$ cat config.mk
export PLATFORM = sky130hd
export DESIGN_NAME = irq_ctrl
export DESIGN_NICKNAME = d
export VERILOG_FILES = /design/src/rtl/irq_ctrl.sv
export SDC_FILE = /design/constraint.sdc
export NUM_CORES = 1
export LEC_CHECK = 0
export BUFFER_PORTS_ARGS = -buffer_cell sky130_fd_sc_hd__buf_4
export CAP_MARGIN = 20
export CORE_UTILIZATION = 60
export CTS_CLUSTER_DIAMETER = 60
export DETAILED_ROUTE_END_ITERATION = 8
export GPL_ROUTABILITY_DRIVEN = 0
export HOLD_SLACK_MARGIN = 0.02
export PLACE_DENSITY = 0.89
export SYNTH_ARGS = -nofsm -noshare
export SYNTH_HDL_FRONTEND = slang
export SYNTH_SLANG_ARGS = --single-unit
$ cat constraint.sdc
create_clock -name clk -period 14.4 [get_ports clk]
set_input_delay 2.88 -clock clk [delete_from_list [all_inputs] [get_ports clk]]
set_output_delay 2.88 -clock clk [all_outputs]
set_load 0.02 [all_outputs]
$ cat src/rtl/irq_ctrl.sv
// irq_ctrl: machine-level interrupt controller with per-source gateway,
// priority arbitration, claim/complete register port and prescaled mtime.
module irq_ctrl #(
    parameter int unsigned NUM_SRC  = 8,
    parameter int unsigned PRIO_W   = 3,
    parameter int unsigned TICK_DIV = 1
) (
    input  logic               clk,
    input  logic               rst,
    input  logic [NUM_SRC-1:0] irq_src,
    input  logic               reg_re,
    input  logic               reg_we,
    input  logic [7:0]         reg_addr,
    input  logic [31:0]        reg_wdata,
    output logic [31:0]        reg_rdata,
    output logic               ext_int,
    output logic               timer_int
);

    localparam int unsigned ID_W = 5;
    localparam int unsigned PS_W = (TICK_DIV > 1) ? $clog2(TICK_DIV) : 1;

    localparam logic [7:0] ADDR_ENABLE    = 8'h00;
    localparam logic [7:0] ADDR_PENDING   = 8'h04;
    localparam logic [7:0] ADDR_THRESHOLD = 8'h08;
    localparam logic [7:0] ADDR_CLAIM     = 8'h0C;
    localparam logic [7:0] ADDR_MTIME     = 8'h10;
    localparam logic [7:0] ADDR_MTIMECMP  = 8'h14;
    localparam logic [7:0] ADDR_PRIO_BASE = 8'h40;

    logic [NUM_SRC-1:0] enable;
    logic [NUM_SRC-1:0] pending;
    logic [NUM_SRC-1:0] in_service;
    logic [PRIO_W-1:0]  threshold;
    logic [PRIO_W-1:0]  prio [NUM_SRC];
    logic [31:0]        mtime;
    logic [31:0]        mtimecmp;
    logic [PS_W-1:0]    prescaler;

    logic [ID_W-1:0]    best_id;
    logic [PRIO_W-1:0]  best_prio;
    logic [NUM_SRC-1:0] claim_mask;
    logic [NUM_SRC-1:0] complete_mask;
    logic [5:0]         prio_idx;
    logic               prio_hit;
    logic [31:0]        rd_val;
    logic               tick;

    // Highest priority eligible source; scanning upward with a strict
    // compare keeps the lowest ID on ties.
    always_comb begin
        best_id   = '0;
        best_prio = threshold;
        for (int i = 0; i < NUM_SRC; i++) begin
            if (pending[i] && enable[i] && (prio[i] > best_prio)) begin
                best_id   = ID_W'(i + 1);
                best_prio = prio[i];
            end
        end
    end

    // Claim/complete masks and PRIO window decode.
    always_comb begin
        claim_mask    = '0;
        complete_mask = '0;
        if (reg_re && (reg_addr == ADDR_CLAIM) && (best_id != '0)) begin
            claim_mask = NUM_SRC'(1) << (best_id - ID_W'(1));
        end
        if (reg_we && (reg_addr == ADDR_CLAIM) && (reg_wdata != 32'd0) &&
            (reg_wdata <= 32'(NUM_SRC))) begin
            complete_mask = NUM_SRC'(1) << (reg_wdata[ID_W-1:0] - ID_W'(1));
        end
        prio_idx = reg_addr[7:2] - 6'h10;
        prio_hit = (reg_addr >= ADDR_PRIO_BASE) && (reg_addr[1:0] == 2'b00) &&
                   (prio_idx < 6'(NUM_SRC));
        tick     = (prescaler == PS_W'(TICK_DIV - 1));
    end

    // Read mux; values reflect state before any same-cycle write.
    always_comb begin
        rd_val = '0;
        case (reg_addr)
            ADDR_ENABLE:    rd_val = 32'(enable);
            ADDR_PENDING:   rd_val = 32'(pending);
            ADDR_THRESHOLD: rd_val = 32'(threshold);
            ADDR_CLAIM:     rd_val = 32'(best_id);
            ADDR_MTIME:     rd_val = mtime;
            ADDR_MTIMECMP:  rd_val = mtimecmp;
            default: begin
                for (int i = 0; i < NUM_SRC; i++) begin
                    if (prio_hit && (prio_idx == 6'(i))) begin
                        rd_val = 32'(prio[i]);
                    end
                end
            end
        endcase
    end

    // State registers: gateway, config, timer and registered outputs.
    always_ff @(posedge clk) begin
        if (rst) begin
            enable     <= '0;
            pending    <= '0;
            in_service <= '0;
            threshold  <= '0;
            for (int i = 0; i < NUM_SRC; i++) begin
                prio[i] <= '0;
            end
            mtime      <= '0;
            mtimecmp   <= 32'hFFFF_FFFF;
            prescaler  <= '0;
            reg_rdata  <= '0;
            ext_int    <= 1'b0;
            timer_int  <= 1'b0;
        end else begin
            if (reg_re) begin
                reg_rdata <= rd_val;
            end
            ext_int   <= (best_id != '0);
            timer_int <= (mtime >= mtimecmp);

            // A source being claimed this edge counts as in service already.
            pending    <= (pending & ~claim_mask) |
                          (irq_src & ~(in_service | claim_mask));
            in_service <= (in_service | claim_mask) & ~complete_mask;

            if (reg_we) begin
                case (reg_addr)
                    ADDR_ENABLE:    enable    <= reg_wdata[NUM_SRC-1:0];
                    ADDR_THRESHOLD: threshold <= reg_wdata[PRIO_W-1:0];
                    ADDR_MTIMECMP:  mtimecmp  <= reg_wdata;
                    default: begin
                        for (int i = 0; i < NUM_SRC; i++) begin
                            if (prio_hit && (prio_idx == 6'(i))) begin
                                prio[i] <= reg_wdata[PRIO_W-1:0];
                            end
                        end
                    end
                endcase
            end

            // An MTIME write overrides the increment and restarts the prescaler.
            if (reg_we && (reg_addr == ADDR_MTIME)) begin
                mtime     <= reg_wdata;
                prescaler <= '0;
            end else if (tick) begin
                mtime     <= mtime + 32'd1;
                prescaler <= '0;
            end else begin
                prescaler <= prescaler + PS_W'(1);
            end
        end
    end

endmodule

* Word-level counts from Yosys, hierarchy flattened
Memories as Yosys holds them, arrays and structs flattened.
Index checks and enable logic that the tools add are counted.
** Word-level totals
- Bits in registers :: 126
- Memory bits (writable) :: 24
- Input port bits :: 52
- Output and inout bits :: 34
- Logic and storage cells :: 180
- Memories :: 1
** Operators by class
- $add $sub $neg :: 5
- Order comparisons :: 12
- Equal/unequal tests :: 13
- Shifts and indexed selects :: 2
- Muxes and demuxes :: 78
- Bitwise gates (word level) :: 17
- Reduce and logical (&&, ||, !) cells :: 42
** Memories
- prio :: depth 8, bits a word 3, read ports 8, clocked after memory_dff 0, write ports 8, RTL line 35 : logic [PRIO_W-1:0] prio [NUM_SRC];
** Operators by type and width (count)
- $mux 32 :: 9
- $pmux 32 s6 :: 1
- $mux 3 :: 16
- $mux 1 :: 43
- $mux 5 :: 7
- $add 32x1->32 const B :: 1
- $ge 32x32->1 :: 1
- $le 32x4->1 const B :: 1
- $logic_and 1x1->1 :: 32
- $reduce_bool 32->1 :: 1
- $and 8x8->8 :: 3
- $eq 6x3->1 const B :: 4
- $gt 3x3->1 :: 8
- $not 8->8 :: 3
- $eq 8x4->1 const B :: 2
- $eq 8x5->1 const B :: 2
- $mux 8 :: 2
- $or 8x8->8 :: 2
- $shl 1x5->8 const A :: 2
- $eq 6x2->1 const B :: 2
- $sub 5x1->5 const B :: 2
- $eq 8x3->1 const B :: 1
- $ge 8x7->1 const B :: 1
- $logic_not 8->1 :: 1
- 12 further kinds :: 22

* Depth between registers and ports, before layout
An unclocked memory read counts as a cell.
- Depth in word-level cells :: 32
- Depth in mapped cells :: 66
- Depth with buffers taken out :: 65

* Worst setup path before layout
Ideal clock, no wire load.
- Path type :: register to register
- From :: memory prio[0][1]
- To :: register in_service[6]
- Library setup time :: 0.086 ns
- Arrival :: 11.271 ns
- Required time :: 14.314 ns
- Setup slack :: 3.043 ns
- Stages on the path, launching flop included :: 62
- Path buffers :: 1
- Clock period less this slack :: 11.357 ns
- Path through :: edfxtp_1 -> ha_1 -> nor2b_4 -> o311a_4 -> nand2_1 -> o21ai_0 -> ha_1 -> nor2_1 -> or2_2 -> a32oi_1 -> or2_2 -> mux2_2 -> ha_1 -> nor2_1 -> nor2_1 -> a2111o_1 -> o211ai_1 -> nand2_1 -> (+26 left out) -> nor2b_1 -> o21ai_0 -> nand2b_1 -> and4_1 -> buf_2 -> o21a_1 -> ha_1 -> nor2b_1 -> o21ai_0 -> nand2b_1 -> nand4_1 -> o211a_1 -> inv_1 -> ha_1 -> nor2_1 -> nand3_1 -> or4_4 -> a221oi_2
** RTL lines
- start: declaration :: RTL line 35
- end signal: assignment :: RTL line 125 : in_service <= (in_service | claim_mask) & ~complete_mask;
- end: declaration :: RTL line 33 : logic [NUM_SRC-1:0] in_service;

* Worst setup path in the final report
- From :: register threshold[2]
- To :: register in_service[6]
** Between the ends
- Word-level cells in the longest chain between the ends :: 29
- Elaborated cells between the ends (all ways) :: 38
- Those cells by class :: 1 x add/sub; 8 x order compare; 1 x shift; 16 x mux; 2 x bitwise; 10 x reduce/logical
** RTL lines
- start: declaration :: RTL line 34 : logic [PRIO_W-1:0] threshold;
- start signal: assignment :: RTL line 130 : ADDR_THRESHOLD: threshold <= reg_wdata[PRIO_W-1:0];
- $gt 3x3->1 :: RTL line 55 : if (pending[i] && enable[i] && (prio[i] > best_prio)) begin
- $logic_and 1x1->1 :: RTL line 55
- $mux 3 :: RTL line 55
- $gt 3x3->1 :: RTL line 55
- $logic_and 1x1->1 :: RTL line 55
- $mux 3 :: RTL line 55
- $gt 3x3->1 :: RTL line 55
- $logic_and 1x1->1 :: RTL line 55
- (+13 left out)
- $gt 3x3->1 :: RTL line 55
- $logic_and 1x1->1 :: RTL line 55
- $mux 5 * :: RTL line 55
- $sub 5x1->5 or $reduce_bool 5->1 (tied branches) :: RTL line 67, 66
- $shl 1x5->8 or $logic_and 1x1->1 (tied branches) :: RTL line 67, 66
- $mux 8 * :: RTL line 66 : if (reg_re && (reg_addr == ADDR_CLAIM) && (best_id != '0)) begin
- $or 8x8->8 * :: RTL line 125
- $and 8x8->8 * :: RTL line 125
Every way passes the cells marked *; elsewhere a longest branch is shown, timed or not.
A chain may end at the register's enable or synchronous reset.

==> impl_summary.log <==
[metrics] result of the run: finished clean
[metrics] I/O pin cnt: 86
[metrics] fraction of power consumed by the clock network: 46.8%
[metrics] internal portion of total power: 0.7519 mW
[metrics] critical path peak fanout: 8
[metrics] Worst EP arrival: 13390 ps
[metrics] Sequential cell area: 3243 µm²
[metrics] top cells by area, synth: dfxtp_1, edfxtp_1, ha_1
[metrics] hpwl dp: 17160 µm
[metrics] Clock Pin Slew Worst Setup and Hold Paths: 60 ps
[metrics] nets@finish: 1219
[metrics] combinational cell fraction of total power: 8.0%
[metrics] wire length per cell after detailed routing: 18.77 µm
[metrics] standby leakage power: 4.463 nW
[metrics] number of antenna violations at the first check in global routing: 0
[metrics] area enclosed by the die boundary: 15250 µm²
[metrics] type of origin of the critical path: register
[metrics] Core Box Area: 14480 µm²
[metrics] worst setup slack for register-to-register paths: 1360 ps
[metrics] Die Span X: 123.5 µm
[metrics] maximum resistive drop on vdd: 0.08610 mV
[metrics] transition time at the pin with the least slew margin: 927.8 ps
[metrics] Setup crit end kind: register
[metrics] capture point of the worst reg-to-reg path: in_service[6]
[metrics] number of buffers between clock root and the deepest sink: 2
[metrics] total of buffers placed on input and output ports: 85
[metrics] wire length of the first global-routing pass: 39070 µm
[metrics] antenna diode instance count: 0
[metrics] worst min path class: register to register
[metrics] latest clock arrival within the worst-skew pair: 430 ps
[metrics] number of max-capacitance violations reported: 0
[metrics] synthesized instance count: 1063
[metrics] vias in the first global route: 7897
[metrics] Final Cycle Share: 90.55%
[metrics] Net Sw Frac: 24.53%
[metrics] fraction of final layout cells with drive strength greater than 1: 13.74%
[metrics] # rows: 44
[metrics] post-place setup slack: 1772 ps
[metrics] first-iteration detailed-routing DRC count: 860
[metrics] pin count of the biggest net entering global routing: 74
[metrics] FILL cells: 1087
[metrics] count of warnings emitted by yosys: 0
[metrics] area fraction of the dominant cell type after synthesis: 28.49%
[metrics] Hold-fix buffers, CTS: 0
[metrics] total CTS buffers: 17
[metrics] All-Layer GR Usage: 33.29%
[metrics] DIE HEIGHT: 123.5 µm
[metrics] type of the worst setup path: register to register
[metrics] dominant synthesized flop cell: dfxtp_1
[metrics] EDFF count, synth: 24
[metrics] slowest cell on the critical path: or4_4
[metrics] post-route setup slack: 1360 ps
[metrics] delay of the slowest cell on the worst path: 450 ps
[metrics] Remaining DRCs: 0
[metrics] multi-input gate area in the final layout: 5172 µm²
[metrics] end-of-flow core utilization: 70.38%
[metrics] layout-stage area growth over the synthesis result: 15.09%
[metrics] TritonCTS clock tree: done
[metrics] number of H-tree branching levels: 4
[metrics] post-cts repair resize count: 0
[metrics] total number of vias: 8511
[metrics] switching power total: 0.2443 mW
[metrics] most area-hungry cell type in the Yosys netlist: dfxtp_1
[metrics] antenna viol nets, final: 0
[metrics] relative max-transition margin: 38.11%
[metrics] CP Launch Point: threshold[2]
[metrics] Post CTS Setup Buffer Count: 0
[metrics] Worst Path Required: 14750 ps
[metrics] Final Power: 0.9962 mW
[metrics] top post-synthesis cells by count: nor2_1, dfxtp_1, nand2_1, inv_1, a211oi_1
[metrics] routed wire length: 24630 µm
[metrics] Hold Vio Cnt, Final: 0
[metrics] fin. max-slew vios: 0
[metrics] post-layout minimum cycle time: 13040 ps
[metrics] net count after synthesis: 1166
[metrics] setup-violating endpoint count in the final report: 0
[metrics] Reg2Reg Depth: 62
[metrics] share of the yosys chip area belonging to registers: 36.63%
[metrics] CTS root buffer: clkbuf_16
[metrics] detail-routed via count per cell: 6.487
[metrics] Syn Std Cell Area: 8853 µm²
[metrics] cell area power density: 97.77 nW/µm²
[metrics] leftover overflow at the end of global routing: 0
[metrics] average size of a mapped cell: 8.329 µm²
[metrics] max frequency: 76.69 MHz
[metrics] most frequent cell after synthesis: nor2_1
[metrics] final hold slack: 449.9 ps
[metrics] number of distinct standard cells referenced by the synthesized netlist: 73
[metrics] Worst Clk Skew: 8.837 ps
[metrics] post-route setup TNS: 0 ps
[metrics] setup repair after global routing missed its margin: no
[metrics] flip-flop and latch count after synthesis: 150
[metrics] sequential group share of total power: 45.2%
[metrics] initial standard-cell utilization of the core: 61.15%
[metrics] TritonCTS Sinks: 150
[metrics] DRT Pass-1 Iters: 7
[metrics] startpoint of the most critical register-to-register path: threshold[2]
[metrics] end point of the critical path: in_service[6]
[metrics] FFs w/ async S/R, synth: 0%
[final cells by class]
type	instances	area share, %
sequential	150	31.83
inverter	61	2.247
clock inverter	11	1.449
timing repair buffer	92	6.974
tap	184	2.259
clock buffer	20	4.482
multi-input combinational	794	50.76
[worst min-delay path by stage]
stage	from	endpoint	slack (ps)	cells after the start
final	in_service[0]	in_service[0]	450	2
after global routing	in_service[1]	in_service[1]	480	2
after CTS	in_service[0]	in_service[0]	450	2
after detailed placement	in_service[0]	in_service[0]	440	2
after global placement	in_service[0]	in_service[0]	440	2
after floorplan	in_service[0]	in_service[0]	430	2
[cell families (layout without fill, tap and decap cells)]
family / after synthesis / after routing / share of synthesized area, %
compound gates: 251 / 251 / 21.28
xor+xnor: 31 / 31 / 3.067
fa+ha+maj: 51 / 51 / 7.207
buf+inv: 119 / 184 / 5.059
flops: 150 / 150 / 36.63
mux: 17 / 17 / 2.516
other cells: 1 / 1 / 0.04236
simple gates: 443 / 443 / 24.19
[critical path, delay by kind of cell, from the launching register on]
kind	cells	cell delay [ps]
DFF	1	420
AOI/OAI and AO/OA	21	4210
muxes	3	950
buffers and inverters	3	260
adders and majority gates	9	2590
and+or+nand+nor	26	4530
[routing by layer]
metal  track usage [%]  wire length (µm)  vias up  part of all wire (%)
met5                 0                 0        -                     0
met4             15.66               886        0                   3.6
met3             7.657              2148       96                   8.7
met2             55.20             11820      451                    48
met1             40.82              9775     4010                    40
li1                  -                 -     3954                     -
[cells in the final DEF (no fill, tap or decap), types with 5 or more instances in the layout]
cell | synthesis | layout
a21oi_1 | 48 | 48
o31ai_1 | 5 | 5
and3_1 | 11 | 11
inv_1 | 61 | 61
a21o_1 | 10 | 10
nor3_1 | 13 | 12
dfxtp_1 | 126 | 126
nor4_1 | 6 | 6
nor3b_1 | 6 | 6
or3_1 | 5 | 5
a221oi_1 | 5 | 5
xor2_1 | 19 | 19
nand2_1 | 126 | 125
a31o_2 | 6 | 6
a22oi_1 | 33 | 33
nand3b_1 | 32 | 32
nand4_1 | 18 | 18
a311oi_1 | 8 | 8
o211ai_1 | 9 | 9
xnor2_1 | 12 | 12
mux2i_1 | 11 | 11
a211oi_1 | 57 | 57
nand2b_1 | 19 | 19
edfxtp_1 | 24 | 24
and2_1 | 6 | 6
clkbuf_16 | 0 | 17
nand3_1 | 39 | 39
o21ai_0 | 21 | 21
nor2b_1 | 12 | 12
buf_4 | 0 | 90
nor2_1 | 134 | 133
ha_1 | 51 | 51
o2111ai_1 | 5 | 5
o21a_1 | 6 | 6
[flip-flops by register name (all words and copies together), names as in the netlist, 3 cells and up]
name,cells
enable,8
in_service,8
mtime,32
mtimecmp,32
pending,8
prio,24
reg_rdata,32
threshold,3
[metrics by stage]
stage                     cells  instance area [µm²]
after floorplan            1063                 8853
after global placement     1279                 9550
after detailed placement   1280                 9565
after CTS                  1311                10170
after global routing       1312                10190
final                      1312                10190
[power by group through the flow]
stage / logic [mW] / clock network (mW) / registers (mW)
after floorplan: 0.0421 / 0 / 0.458
after global placement: 0.0762 / 0 / 0.458
after detailed placement: 0.0780 / 0 / 0.458
after CTS: 0.0788 / 0.465 / 0.449
after global routing: 0.0867 / 0.485 / 0.451
final: 0.0799 / 0.466 / 0.450
Power figures use the tool's default switching activity.
